===== src/rtl/fpu_seq.sv =====
// Issue/sequencing stage in front of the FPU datapath: holds one request on the FPU
// inputs, waits out the per-op latency, then returns the tagged result. Optional flush: FPU_SEQ_FLUSH_EN.
module fpu_seq #(
    parameter int unsigned LAT_ADD  = 2,
    parameter int unsigned LAT_MUL  = 2,
    parameter int unsigned LAT_DIV  = 5,
    parameter int unsigned LAT_SQRT = 5,
    parameter int unsigned LAT_CVT  = 2
) (
    input  logic        clk,
    input  logic        rst,
    input  logic        req_valid,
    output logic        req_ready,
    input  logic [3:0]  req_op,
    input  logic [31:0] req_src0,
    input  logic [31:0] req_src1,
    input  logic [4:0]  req_rd,
    output logic [3:0]  fpu_op,
    output logic [31:0] fpu_src0,
    output logic [31:0] fpu_src1,
    input  logic [31:0] fpu_result,
    output logic        resp_valid,
    input  logic        resp_ready,
    output logic [31:0] resp_result,
    output logic [4:0]  resp_rd
`ifdef FPU_SEQ_FLUSH_EN
    ,
    input  logic        flush
`endif
);

    typedef enum logic [1:0] {
        S_IDLE = 2'd0,
        S_BUSY = 2'd1,
        S_DONE = 2'd2
    } state_t;

    state_t      state_q;
    logic [3:0]  cnt_q;
    logic [3:0]  fpu_op_q;
    logic [31:0] fpu_src0_q;
    logic [31:0] fpu_src1_q;
    logic [4:0]  rd_q;
    logic [31:0] resp_result_q;
    logic [4:0]  resp_rd_q;

    logic [3:0]  lat_d;
    logic [31:0] result_d;
    logic        flush_act;

`ifdef FPU_SEQ_FLUSH_EN
    assign flush_act = flush;
`else
    assign flush_act = 1'b0;
`endif

    always_comb begin
        lat_d = 4'd1;
        unique case (req_op)
            4'd0, 4'd1:   lat_d = 4'(LAT_ADD);
            4'd2:         lat_d = 4'(LAT_MUL);
            4'd3:         lat_d = 4'(LAT_DIV);
            4'd4:         lat_d = 4'(LAT_SQRT);
            4'd11, 4'd12: lat_d = 4'(LAT_CVT);
            default:      lat_d = 4'd1;
        endcase
    end

    // Ops 13..15 have no FPU meaning, so whatever the datapath produces is masked.
    assign result_d = (fpu_op_q >= 4'd13) ? 32'd0 : fpu_result;

    always_ff @(posedge clk) begin
        if (rst) begin
            state_q       <= S_IDLE;
            cnt_q         <= 4'd0;
            fpu_op_q      <= 4'd0;
            fpu_src0_q    <= 32'd0;
            fpu_src1_q    <= 32'd0;
            rd_q          <= 5'd0;
            resp_result_q <= 32'd0;
            resp_rd_q     <= 5'd0;
        end else if (flush_act && (state_q != S_IDLE)) begin
            state_q <= S_IDLE;
        end else begin
            unique case (state_q)
                S_IDLE: begin
                    if (req_valid && req_ready) begin
                        fpu_op_q   <= req_op;
                        fpu_src0_q <= req_src0;
                        fpu_src1_q <= req_src1;
                        rd_q       <= req_rd;
                        cnt_q      <= lat_d;
                        state_q    <= S_BUSY;
                    end
                end
                S_BUSY: begin
                    if (cnt_q == 4'd1) begin
                        resp_result_q <= result_d;
                        resp_rd_q     <= rd_q;
                        state_q       <= S_DONE;
                    end else begin
                        cnt_q <= cnt_q - 4'd1;
                    end
                end
                S_DONE: begin
                    if (resp_ready) begin
                        state_q <= S_IDLE;
                    end
                end
                default: state_q <= S_IDLE;
            endcase
        end
    end

    assign req_ready   = (state_q == S_IDLE) && !flush_act;
    assign resp_valid  = (state_q == S_DONE);
    assign fpu_op      = fpu_op_q;
    assign fpu_src0    = fpu_src0_q;
    assign fpu_src1    = fpu_src1_q;
    assign resp_result = resp_result_q;
    assign resp_rd     = resp_rd_q;

endmodule

===== config.mk =====
export PLATFORM = sky130hd
export DESIGN_NAME = fpu_seq
export DESIGN_NICKNAME = d
export VERILOG_FILES = /design/src/rtl/fpu_seq.sv
export SDC_FILE = /design/constraint.sdc
export NUM_CORES = 1
export LEC_CHECK = 0
export BUFFER_PORTS_ARGS = -buffer_cell sky130_fd_sc_hd__buf_4
export CAP_MARGIN = 20
export CORE_UTILIZATION = 41
export CTS_BUF_LIST = sky130_fd_sc_hd__clkbuf_16
export DETAILED_ROUTE_END_ITERATION = 8
export PLACE_DENSITY = 0.84
export SLEW_MARGIN = 20
export SYNTH_ARGS = -nofsm -noshare
export SYNTH_HDL_FRONTEND = slang
export SYNTH_SLANG_ARGS = --single-unit

===== constraint.sdc =====
create_clock -name clk -period 1.4 [get_ports clk]
set_input_delay 0.07 -clock clk [delete_from_list [all_inputs] [get_ports clk]]
set_output_delay 0.07 -clock clk [all_outputs]
set_load 0.05 [all_outputs]

==> results of run 1 <==
[metrics by stage]
stage | power [W] | hold slack [ns] | util | TNS [ns]
global route | 0.0112 | 0.0271 | 0.745 | -1.32
finish | 0.0108 | 0.0164 | 0.745 | -0.0376
floorplan | 0.00510 | 0.198 | - | -0.0494
CTS | 0.0108 | 0.00421 | 0.740 | -0.0655
global placement | 0.00580 | 0.317 | 0.605 | -0.118
detailed placement | 0.00587 | 0.327 | 0.605 | -0.346
[cell usage after synthesis (all sizes together)]
cell	n
xnor2	1
nand3b	1
nand3	1
a211o	1
o21bai	1
or3b	1
nor3b	1
nand4b	1
nand2	147
dfxtp	116
nor3	2
and2	33
nor2b	2
clkbuf	16
a211oi	2
nor2	44
ha	2
or3	2
a31oi	1
inv	3
a21oi	75
nand4bb	1
o211ai	1
buf	21
nor4bb	1
mux2i	37
o21ai	2
nand2b	1
or2b	1
a32o	1
nor4	1
[routing by layer]
layer | share of wire | wire length [um] | up-vias
li1 | - | - | 2271
met2 | 0.52 | 7350 | 202
met4 | 0.028 | 403 | 0
met1 | 0.39 | 5520 | 2170
met3 | 0.063 | 897 | 40
met5 | 0 | 0 | -
[cell families (layout without fill, tap and decap cells)]
logic type / count (synthesis) / after routing / synth area share
AOI/OAI and AO/OA: 84 / 84 / 0.100
buffers and inverters: 40 / 343 / 0.0493
muxes: 37 / 37 / 0.0834
DFF: 116 / 116 / 0.523
xor gates and xnor gates: 1 / 1 / 0.00197
adders and majority gates: 2 / 2 / 0.00563
and+or+nand+nor: 240 / 240 / 0.236
[state kept, by name, summed over array words and instances (netlist names)]
register and count:
resp_rd 5, fpu_src0 32, fpu_src1 32, resp_result 32, fpu_op 4, cnt_q 4, state_q 2, rd_q 5
[cell type report]
type                       instances  area [um2]
timing repair buffer             308        2640
clock buffer                      17         425
fill                             672        2650
sequential                       116        2330
tap                              136         170
clock inverter                    15         220
inverter                           3        11.3
multi-input combinational        364        1970
[path summary, 6_finish.rpt]
| kind | to | depth (start not counted) | start |
|---|---|---|---|
| max | cnt_q[0] | 5 | cnt_q[1] |
| min | resp_result[23] | 4 | fpu_result[23] |
| max reg2reg | cnt_q[0] | 5 | cnt_q[1] |
| min reg2reg | fpu_src1[10] | 2 | fpu_src1[10] |
[repair_timing]
action                     4_1_cts  5_1_grt
cloned                           0        1
hold buffers                    75        0
hold endpoints to repair        76        0
pin swaps                        0        3
gates resized for setup          2        9
setup endpoints to repair        5       81
[where the power goes]
group          switching [W]  total [W]  internal [W]
Sequential          0.000149    0.00369       0.00354
Clock                0.00146    0.00475       0.00329
Combinational        0.00139    0.00238      0.000988
Total                0.00300     0.0108       0.00781
[critical path: cells and delay by family (launching register included)]
| kind | cells | cell delay (ns) |
|---|---|---|
| buffers and inverters | 1 | 0.05 |
| adder cells (fa/ha/maj) | 1 | 0.15 |
| flip-flops | 1 | 0.33 |
| AO/OA/AOI/OAI | 1 | 0.26 |
| AND/OR/NAND/NOR | 2 | 0.53 |
==> run metrics, run 1 <==
die width 106 um; diode count 0; max-slew violations 0; Max-cap violations 0; Ports 216; drt drc 0; via total after detailed routing 4683; Core Box Area 10400 um2; Antenna Nets Post-Route 0; CTS tree built; Yosys reg bits 116; standard-cell rows 37; register area share after synthesis 0.523; Synth cell types 35; Area growth, synth to finish 74.8%; CTS root buffer clkbuf_16; yosys warns 0; final hold vios 0; DR WL/cell 14.8 um; fin crit share 1.01; Net Count, Synth 631; Global Route Usage Sum 0.247; CTS clk-pin slew, worst paths 0.05 ns; Peak VDD IR 0.758 mV; Finished Layout Cells 959; Sink Count 116; cell count after synthesis 520; post-place setup slack -0.123 ns; Setup Skew 0.00624 ns; failing checks setup timing; met1 Usage GRT 0.262; iteration count of the initial detailed-routing pass 4; first-pass GRT wire length 21900 um; Skew-Pair Late Insertion Delay 0.40 ns; Setup crit start kind flip-flop; leakage power 3.70 nW; syn avg cell area 8.54 um2; share of layout cells above drive strength 1 0.340; fmax 704 MHz; leading area contributor after synthesis dfxtp_1; DR iter-0 viols 260; antenna violations before repair 0; setup violators final 3; status complete, but fails checks; GPL Wtd Cong 0.777; Final HPWL DP 8520 um; setup bufs post-CTS 0; setup ws final -0.0198 ns; Required @ worst endpoint 1.69 ns; RSZ-0062 raised after global routing yes; vias in the first global route 4718; I/O Buffers 215; Max-slew headroom 0.802; Die Y 106 um; hold crit path type in2reg; GR Util met2 0.449; Final Net Count 921; Crit Path Max Fanout 7; Post-Place Cells 851; placed cell area 6300 um2; final instance area 7760 um2; largest net degree at the start of global routing 52; worst slew pin tran 0.294 ns; htree depth 4; GRT Residual Overflow 0; final wirelength 14200 um; drt via density 4.88; kind of critical path reg2reg; Initial Utilization 0.426; commonest non-fill, non-tap cell in the layout buf_4; CP arrival 1.71 ns; Worst setup EP type flip-flop; GRT busiest layer met2; most frequent cells in the layout buf_4, nand2_1, dfxtp_1; flop2flop setup slack -0.02 ns; critical-path cell list inv_2 -> ha_4 -> nor4bb_4 -> or3_4 -> a32o_1; min Tclk post-route 1.42 ns; Power Density 1390 nW/um2; die area 11300 um2; Max Root-Sink Buffers 2; top-area cell type share of the netlist area 0.523; mapped cell area 4440 um2; Worst path max stage delay 0.39 ns; met3 usage 0.0681; Slowest-stage cell, CP or3_4; largest cells by area after synthesis dfxtp_1, nand2_1, a21oi_1; Num CTS Buffers 17
Power figures use the tool's default switching activity.
==> inputs of run 2 (changes only) <==
--- a/config.mk
+++ b/config.mk
@@ -8,7 +8,6 @@
 export BUFFER_PORTS_ARGS = -buffer_cell sky130_fd_sc_hd__buf_4
 export CAP_MARGIN = 20
 export CORE_UTILIZATION = 41
-export CTS_BUF_LIST = sky130_fd_sc_hd__clkbuf_16
 export DETAILED_ROUTE_END_ITERATION = 8
 export PLACE_DENSITY = 0.84
 export SLEW_MARGIN = 20
==> run metrics, run 2 (synthesized netlist as in run 1, its figures left out) <==
Net Sw Frac 0.277; via total after detailed routing 4916; standard-cell rows 37; GPL Wtd Cong 0.777; placed cell area 6300 um2; Max Root-Sink Buffers 2; setup violators final 6; die area 11300 um2; Global Route Usage Sum 0.263; Logic pwr share 0.228; GRT Residual Overflow 0; Pint 0.00801 W; Crit Path Max Fanout 7; antenna violations before repair 1; flop2flop setup slack -0.03 ns; largest net degree at the start of global routing 52; Worst setup EP type flip-flop; Final Util 0.791; CTS tree built; DR iter-0 viols 215; Setup crit start kind flip-flop; Initial Utilization 0.426; FF-to-FF path depth 7; Antenna Nets Post-Route 0; Num CTS Buffers 17; Final HPWL DP 8520 um; Setup Skew 0.00731 ns; final hold vios 0; critical hold path startpoint req_valid; drt via density 4.94; max-slew violations 0; hold depth 4; CTS root buffer clkbuf_8; Area growth, synth to finish 85.5%; htree depth 4; failing checks setup timing; final instance area 8240 um2; RR Endpoint resp_result[12]; first-pass GRT wire length 23100 um; Core Box Area 10400 um2; vias in the first global route 4952; most frequent cells in the layout buf_4, nand2_1, dfxtp_1; Clk network pwr share 0.439; CTS clk-pin slew, worst paths 0.06 ns; setup ws final -0.0274 ns; commonest non-fill, non-tap cell in the layout buf_4; iteration count of the initial detailed-routing pass 5; min Tclk post-route 1.43 ns; Final Net Count 957; Die Y 106 um; post-place setup slack -0.123 ns; fmax 701 MHz; Max-cap violations 0; fin crit share 1.02; Hold Path Sink cnt_q[0]; worst slew pin tran 0.297 ns; CP arrival 1.81 ns; Skew-Pair Late Insertion Delay 0.50 ns; Max-slew headroom 0.800; kind of critical path reg2reg; sw power 0.00306 W; status complete, but fails checks; Required @ worst endpoint 1.79 ns; CP startpoint cnt_q[1]; Power Density 1340 nW/um2; DR WL/cell 15.5 um; hold crit path type in2reg; share of layout cells above drive strength 1 0.348; die width 106 um; worst r2r src cnt_q[1]; Peak VDD IR 0.734 mV; drt drc 0; final wirelength 15400 um; fill cell count 588; Ports 216; leakage power 3.88 nW; RSZ-0062 raised after global routing yes; Sink Count 116; I/O Buffers 215; Flop pwr share 0.333
## run 2: cell types whose count changed in the layout (fill, tap and decap cells not counted), sizes merged
cell         change
diode            +1
inv              -3
dlygate4sd3     +32
clkinv           -3
buf              +2
clkbuf           +8
## run 2: power by group through the flow
stage	Combinational, W	Sequential (W)	Clock [W]
4_1_cts	0.00238	0.00368	0.00491
6_report	0.00253	0.00369	0.00486
5_1_grt	0.00267	0.00371	0.00512
2_1_floorplan	0.000717	0.00438	0
3_5_place_dp	0.00212	0.00374	0
3_3_place_gp	0.00208	0.00373	0
## run 2: how the worst max path moves through the flow
stage	end	slack, ns	depth (start not counted)
after detailed placement	cnt_q[1]	-0.12	6
final	resp_result[12]	-0.03	7
after CTS	cnt_q[1]	-0.03	6
after global routing	resp_result[12]	-0.10	7
after floorplan	cnt_q[0]	-0.04	6
after global placement	cnt_q[0]	-0.07	5
## run 2: worst max-delay path, cell delays in order (launching register included)
cell	delay [ns]
dfxtp_2	0.33
inv_2	0.05
ha_4	0.15
buf_4	0.13
nand3_4	0.16
buf_12	0.17
mux2i_1	0.25
nor2_1	0.06
## run 2: repair_timing
action,4_1_cts,5_1_grt
setup buffers,0,1
gates resized for setup,5,24
gates cloned,0,4
hold buffers,107,0
pin swaps,0,1
endpoints found under the hold margin,110,0
endpoints found under the setup margin,7,45
## run 2: final cells by class
type	count	area, um2	area share
diodes	1	2.50	0.000304
flip-flops and latches	116	2330	0.283
multi-input cells	364	2010	0.244
inverters	3	11.3	0.00137
clock buffers	23	467	0.0566
repair buffers	344	3040	0.369
clock inverters	9	198	0.0240
well taps	136	170	0.0207
## run 2: routing by layer
metal  vias up  global-route usage  wire (um)
li1       2345                   -          -
met1      2299               0.273       5650
met2       221               0.483       8230
met3        51              0.0674        970
met4         0               0.140        554
met5         -                   0          0
## run 2: through the flow
step / hold slack (ns) / setup TNS [ns] / total power, W / cells
after floorplan: 0.198 / -0.0494 / 0.00510 / 520
after global placement: 0.317 / -0.118 / 0.00580 / 851
after detailed placement: 0.327 / -0.346 / 0.00587 / 851
after CTS: 0.0309 / -0.0674 / 0.0110 / 990
after global routing: 0.0656 / -2.00 / 0.0115 / 996
final: 0.0551 / -0.0954 / 0.0111 / 996
==> inputs of run 3 (changes only) <==
--- a/config.mk
+++ b/config.mk
@@ -9,7 +9,7 @@
 export CAP_MARGIN = 20
 export CORE_UTILIZATION = 41
 export DETAILED_ROUTE_END_ITERATION = 8
-export PLACE_DENSITY = 0.84
+export PLACE_DENSITY = 0.79
 export SLEW_MARGIN = 20
 export SYNTH_ARGS = -nofsm -noshare
 export SYNTH_HDL_FRONTEND = slang
==> run metrics, run 3 (synthesized netlist as in run 1, its figures left out) <==
die width 106 um; Required @ worst endpoint 1.78 ns; die area 11300 um2; min Tclk post-route 1.53 ns; htree depth 4; Final Net Count 967; I/O Buffers 215; critical hold path startpoint req_valid; Skew-Pair Late Insertion Delay 0.51 ns; setup ws final -0.126 ns; worst r2r src cnt_q[0]; Final Util 0.818; GRT Residual Overflow 0; Peak VDD IR 0.820 mV; post-place setup slack -0.121 ns; Core Box Area 10400 um2; Die Y 106 um; drt drc 0; Net Sw Frac 0.291; DR WL/cell 17.6 um; drt via density 5.10; Initial Utilization 0.426; Crit Path Max Fanout 4; CP arrival 1.91 ns; Global Route Usage Sum 0.260; most frequent cells in the layout buf_4, nand2_1, dfxtp_1; via total after detailed routing 5122; Sink Count 116; GPL Wtd Cong 0.767; Logic pwr share 0.253; final hold vios 0; Setup Skew 0.00713 ns; sw power 0.00322 W; Power Density 1300 nW/um2; leakage power 3.97 nW; status complete, but fails checks; Antenna Nets Post-Route 0; Num CTS Buffers 17; final wirelength 17700 um; failing checks setup timing; CP startpoint cnt_q[0]; final hold slack 0.118 ns; DR iter-0 viols 256; CTS clk-pin slew, worst paths 0.05 ns; first-pass GRT wire length 23000 um; standard-cell rows 37; Max Root-Sink Buffers 2; Flop pwr share 0.333; CTS tree built; Worst setup EP type flip-flop; Max-slew headroom 0.731; hold crit path type in2reg; Max-cap violations 0; commonest non-fill, non-tap cell in the layout buf_4; placed cell area 6270 um2; fmax 655 MHz; CTS root buffer clkbuf_8; Clk network pwr share 0.414; share of layout cells above drive strength 1 0.395; max-slew violations 0; Final HPWL DP 8290 um; fin crit share 1.09; iteration count of the initial detailed-routing pass 4; Pint 0.00785 W; Setup crit start kind flip-flop; setup violators final 32; final instance area 8520 um2; vias in the first global route 4925; Ports 216; Area growth, synth to finish 91.8%; RSZ-0062 raised after global routing yes; largest net degree at the start of global routing 51; antenna violations before repair 1; worst slew pin tran 0.400 ns; kind of critical path reg2reg
## run 3: cell types whose count changed in the layout (fill, tap and decap cells not counted), sizes merged
cell | previous run | this run
and2 | 33 | 34
clkbuf | 26 | 30
buf | 234 | 237
clkinv | 2 | 3
clkinvlp | 1 | 2
bufinv | 6 | 5
## run 3: path summary, 6_finish.rpt
check | end | slack [ns] | cells past startpoint
worst max register to register | cnt_q[3] | -0.13 | 5
worst max-delay path | cnt_q[3] | -0.13 | 5
worst min register to register | fpu_src0[22] | 0.45 | 2
worst min-delay path | cnt_q[0] | 0.12 | 4
## run 3: timing repair
action | in CTS | in global routing
gates resized for setup | 4 | 65
endpoints found under the hold margin | 110 | 0
hold buffers | 107 | 0
buffers inserted | 0 | 2
gates cloned | 0 | 15
endpoints found under the setup margin | 6 | 84
pin swaps | 0 | 18
## run 3: stage by stage
step	std cells	power [W]	TNS [ns]
2_1_floorplan	520	0.00510	-0.0494
3_3_place_gp	849	0.00579	-0.130
3_5_place_dp	849	0.00585	-0.288
4_1_cts	987	0.0106	-0.0674
5_1_grt	1005	0.0114	-3.97
6_report	1005	0.0111	-0.885
## run 3: power by group through the flow
stage / clock [W] / sequential (W) / combinational (W)
2_1_floorplan: 0 / 0.00438 / 0.000717
3_3_place_gp: 0 / 0.00373 / 0.00206
3_5_place_dp: 0 / 0.00374 / 0.00211
4_1_cts: 0.00460 / 0.00368 / 0.00236
5_1_grt: 0.00481 / 0.00371 / 0.00292
6_report: 0.00458 / 0.00369 / 0.00280
## run 3: area by class of cell
class | count | area [um2]
fill | 574 | 1900
timing repair buffer | 353 | 3210
inverter | 3 | 11.3
clock buffer | 21 | 439
antenna | 1 | 2.50
tap | 136 | 170
multi-input combinational | 365 | 2170
clock inverter | 10 | 180
sequential | 116 | 2330
## run 3: worst max-delay path, cell delays in order (launching register included)
cell,delay [ns]
dfxtp_2,0.33
buf_4,0.14
or3_1,0.37
nor4_1,0.32
xnor2_1,0.21
nor3_2,0.05
## run 3: routing by layer
metal  vias up  global-route usage  part of all wire
li1       2379                   -                 -
met1      2419               0.271              0.38
met2       262               0.476              0.51
met3        62              0.0644             0.062
met4         0               0.140             0.042
met5         -                   0                 0
